## src/rtl/complex_accumulator.sv

```systemverilog
// Complex dot-product accumulate stage.
// Sums ACC_LEN consecutive packed complex products, saturates the block sum
// back to the product format and presents it on a valid/ready output.
module complex_accumulator #(
  parameter int INTEGER_WIDTH    = 8,
  parameter int FRACTIONAL_WIDTH = 8,
  parameter int ACC_LEN          = 16
) (
  input  logic                                             clk,
  input  logic                                             rst_n,
  input  logic                                             s_prod_tvalid,
  output logic                                             s_prod_tready,
  input  logic [2*(INTEGER_WIDTH+FRACTIONAL_WIDTH)-1:0]    s_prod_tdata,
  output logic                                             m_acc_tvalid,
  input  logic                                             m_acc_tready,
  output logic [2*(INTEGER_WIDTH+FRACTIONAL_WIDTH)-1:0]    m_acc_tdata,
  output logic                                             m_acc_tsat
);

  localparam int W = INTEGER_WIDTH + FRACTIONAL_WIDTH;
  localparam int G = $clog2(ACC_LEN);
  localparam logic [G-1:0] LAST = G'(ACC_LEN - 1);

  logic [W+G-1:0] acc_re, acc_im;
  logic [W+G-1:0] sum_re, sum_im;
  logic [W-1:0]   beat_re, beat_im;
  logic [G-1:0]   cnt;
  logic [W:0]     sat_re, sat_im;
  logic           last, accept, take;

  // Clip a wide sum to W bits; bit W of the result flags that clipping happened.
  // The value is in range when all bits from the sign down to bit W-1 agree.
  function automatic logic [W:0] saturate(input logic [W+G-1:0] v);
    if (v[W+G-1:W-1] == '0 || v[W+G-1:W-1] == '1)
      return {1'b0, v[W-1:0]};
    else if (v[W+G-1])
      return {1'b1, 1'b1, {(W-1){1'b0}}};
    else
      return {1'b1, 1'b0, {(W-1){1'b1}}};
  endfunction

  assign beat_re = s_prod_tdata[2*W-1:W];
  assign beat_im = s_prod_tdata[W-1:0];
  assign last    = (cnt == LAST);
  assign take    = m_acc_tvalid && m_acc_tready;

  // Only the closing beat of a block can stall, and only while it would
  // overwrite a result the consumer has not taken yet.
  assign s_prod_tready = !(m_acc_tvalid && !m_acc_tready && last);
  assign accept        = s_prod_tvalid && s_prod_tready;

  // Running sum including the current beat, plus its saturated form.
  always_comb begin
    sum_re = acc_re + {{G{beat_re[W-1]}}, beat_re};
    sum_im = acc_im + {{G{beat_im[W-1]}}, beat_im};
    sat_re = saturate(sum_re);
    sat_im = saturate(sum_im);
  end

  // Accumulator and beat counter; both clear on the edge that closes a block.
  always_ff @(posedge clk or negedge rst_n) begin
    if (!rst_n) begin
      acc_re <= '0;
      acc_im <= '0;
      cnt    <= '0;
    end else if (accept) begin
      if (last) begin
        acc_re <= '0;
        acc_im <= '0;
        cnt    <= '0;
      end else begin
        acc_re <= sum_re;
        acc_im <= sum_im;
        cnt    <= cnt + 1'b1;
      end
    end
  end

  // Output register: loads on a closing beat (even while the old result is
  // being taken, giving back-to-back output), otherwise holds until taken.
  always_ff @(posedge clk or negedge rst_n) begin
    if (!rst_n) begin
      m_acc_tvalid <= 1'b0;
      m_acc_tdata  <= '0;
      m_acc_tsat   <= 1'b0;
    end else if (accept && last) begin
      m_acc_tvalid <= 1'b1;
      m_acc_tdata  <= {sat_re[W-1:0], sat_im[W-1:0]};
      m_acc_tsat   <= sat_re[W] | sat_im[W];
    end else if (take) begin
      m_acc_tvalid <= 1'b0;
    end
  end

endmodule

```

## config.mk

```make
export PLATFORM = sky130hd
export DESIGN_NAME = complex_accumulator
export DESIGN_NICKNAME = d
export VERILOG_FILES = /design/src/rtl/complex_accumulator.sv
export SDC_FILE = /design/constraint.sdc
export NUM_CORES = 1
export LEC_CHECK = 0
export BUFFER_PORTS_ARGS = -buffer_cell sky130_fd_sc_hd__buf_4
export CAP_MARGIN = 20
export CORE_MARGIN = 3
export CORE_UTILIZATION = 55
export CTS_CLUSTER_SIZE = 24
export DETAILED_ROUTE_END_ITERATION = 10
export PLACE_DENSITY = 0.84
export SLEW_MARGIN = 10
export SYNTH_ARGS = -nofsm -noshare
export SYNTH_HDL_FRONTEND = slang
export SYNTH_SLANG_ARGS = --single-unit
export TNS_END_PERCENT = 30
```

## constraint.sdc

```tcl
create_clock -name clk -period 6.75 [get_ports clk]
set_clock_uncertainty 0.05 [all_clocks]
set_input_delay 1.35 -clock clk [delete_from_list [all_inputs] [get_ports clk]]
set_output_delay 1.35 -clock clk [all_outputs]
set_load 0.01 [all_outputs]
```

==> impl_metrics.toml <==
[power]
leakage_nw = 2.666
ir_drop_mv = 0.2380
powerDensity_nw_per_um2 = 552.4
power_mw = 3.252

[global_route]
grt_usage = 0.2547
grt_pass1_wl_mm = 21.36
overflow = 0
grt_max_degree = 79
grt_pass1_vias = 4406
antenna_found_initial = 0

[yosys]
syn_avg_cell_area_um2 = 9.371
synth_top_cell_area_share = 0.3836
yosysSeqAreaShare = 0.3836
synth_area_leaders = "dfrtp_1, ha_1, a22o_1, a21oi_1, nor2_1"
synth_top_family_by_area = "compound AO/OA/AOI/OAI gates"
yosysWarnings = 0
synth_top_cell_by_area = "dfrtp_1"
synth-adder-area-share = 0.1038
synth_edf_count = 0
synthCells = 543
yosysMostFrequentCell = "dfrtp_1"
synthSimpleGateAreaFrac = 0.1586
yosys_register_bits = 78
synth_common_cells = "dfrtp_1, nor2_1, a21oi_1, nand2_1, ha_1"
synth-compound-area-share = 0.2722
syn_nets = 620
syn-cell-area_um2 = 5089
synthMuxAreaShare = 0.007131
synth_xor_area_frac = 0.05164
ys_async_sr_fraction = 1.000
synth_flop_cell = "dfrtp_1"
synth.distinct_cells = 64

[clock_network]
cts_resized = 0
clock_path_buffers = 2
cts.clk_slew.worst_paths_ns = 0.09
clock_latency_ns = 0.36
root_buffer = "clkbuf_8"
cts_hold_buf = 0
clkSinkCount = 78
numCtsBuffers = 9
cts_setup_buffers = 0
htree_num_levels = 3
cts_tree = "done"

[sta]
fin_crit_sh = 0.6629
relSlewSlack = 0.3410
rsz0062_at_grt = "no"
finalSetupViolCount = 0
worst_pin_slew_ns = 0.9886
tns_ns = 0
hold_viol = 0
fin_hold_ws_ns = 0.4417
maxSlewViolCount = 0
max_freq_mhz = 223.5
min_period_ns = 4.475

[setup_path]
timing.rr.start = "acc_im[0]$_DFFE_PN0P_"
reg2regPathDepth = 10
crit_path_end = "m_acc_tdata[14]$_DFFE_PN0P_"
crit_fanout = 14
crit_type = "in -> reg"
arrival_ns = 4.63
cp-start-kind = "input port"
crit_path_start = "s_prod_tdata[0]"
endpoint_kind = "register"
ff2ff_setup_slack_ns = 2.99
crit_required_ns = 6.90
r2r-end = "m_acc_tdata[14]$_DFFE_PN0P_"

[detailed_routing]
wl_mm = 12.92
routedWlPerCell_um = 18.07
vias_per_cell = 6.410
ant_nets = 0
dr_total_vias = 4583
drt_pass1_iterations = 5
detail_route.drc_violations = 0
drtIter0Drc = 307

[place]
hpwl_mm = 9.094
gp_congestion = 0.9291
dpl.cell_count = 699
portBuffers = 70

[floorplan]
dieArea_um2 = 10440
fp.dieH_um = 102.2
core_um2 = 8848
ioPinCount = 71
die_x_um = 102.2
initial_core_util = 0.5751
num_rows = 34

[cells_and_area]
syn2layout_area_growth_pct = 15.71
n_antenna_cell = 0
drive_gt1_frac = 0.1763
layoutNonFillerInstCount = 715
n_fill_cell = 704
fin_nets = 679

[status]
status = "finished clean"

[run]
maxCapViolCount = 0

[min_path]
hold_class = "reg -> reg"
-- worst max-delay path, cell delays in order --
cell and delay [ns]:
buf_4 0.11, ha_1 0.24, fa_1 0.45, a211oi_2 0.24, o21ai_1 0.14, a31oi_4 0.26
o211ai_2 0.19, o311ai_1 0.67, nor4_1 0.15, mux2i_2 0.63, o22ai_1 0.19
-- flip-flops by register name, summed over array words and instances, names as in the netlist --
register,count
acc_re,20
acc_im,20
m_acc_tvalid,1
m_acc_tdata,32
m_acc_tsat,1
cnt,4
-- worst min path at each step --
stage | start | end | slack (ns) | cells past startpoint
final | m_acc_tdata[31]$_DFFE_PN0P_ | m_acc_tdata[31]$_DFFE_PN0P_ | 0.44 | 2
after global placement | m_acc_tdata[15]$_DFFE_PN0P_ | m_acc_tdata[15]$_DFFE_PN0P_ | 0.41 | 2
after global routing | m_acc_tdata[15]$_DFFE_PN0P_ | m_acc_tdata[15]$_DFFE_PN0P_ | 0.47 | 2
after detailed placement | m_acc_tdata[15]$_DFFE_PN0P_ | m_acc_tdata[15]$_DFFE_PN0P_ | 0.43 | 2
after floorplan | cnt[3]$_DFFE_PN0P_ | cnt[3]$_DFFE_PN0P_ | 0.40 | 1
after CTS | m_acc_tdata[31]$_DFFE_PN0P_ | m_acc_tdata[31]$_DFFE_PN0P_ | 0.45 | 2
-- layout by cell type, fill, tap and decap left out, types with 3 or more instances in the layout --
cell type and count:
a41oi_1 3, a31oi_1 6, o21bai_1 6, a211oi_1 4, nor3_1 13, or3_1 4
and3_1 6, clkbuf_8 10, nand4_1 8, xor2_1 13, ha_1 39, a21oi_1 46
o21ai_0 35, a22o_1 37, o22ai_1 13, nand2b_1 9, buf_4 72, o211ai_1 4
xnor2_1 17, nor2b_1 6, dfrtp_1 78, nor2_1 49, nor4_1 3, nand2_1 44
nand3_1 12, inv_1 4, a21o_1 14
-- per-layer routing --
metal,vias to the layer above,global-route usage,wire [µm]
met2,194,0.4003,6034
met1,2211,0.3623,5915
met3,23,0.04096,771
met5,-,0,0
li1,2155,-,-
met4,0,0.08073,201
-- power by group --
group	switching, mW	leakage, nW	internal [mW]
logic	1.13	1.64	0.861
clock network	0.182	0.110	0.219
registers	0.160	0.913	0.696
-- stage by stage --
stage                     setup WS [ns]    util  cell area (µm²)
after floorplan                   2.441       -             5089
after global placement            2.064  0.6403             5665
after detailed placement          1.971  0.6403             5665
after CTS                         2.336  0.6654             5888
after global routing              2.085  0.6654             5888
final                             2.275  0.6654             5888
-- area by class of cell --
class                   instances  area, µm²  area share
clock buffers                  11      141.4     0.02401
clock inverters                 5      81.33     0.01381
inverters                       4      15.01    0.002550
multi-input cells             437       3023      0.5134
flip-flops and latches         78       1952      0.3315
well taps                     108      135.1     0.02295
repair buffers                 72      540.5     0.09180
-- cells by family (layout without fill, tap and decap cells) --
family	Yosys count	in the layout
AO/OA/AOI/OAI	195	195
AND/OR/NAND/NOR	168	168
flip-flops	78	78
adder cells (fa/ha/maj)	41	41
XOR/XNOR	30	30
buffers and inverters	28	92
multiplexers	3	3
Note: power is estimated with default switching activity, not from simulation.
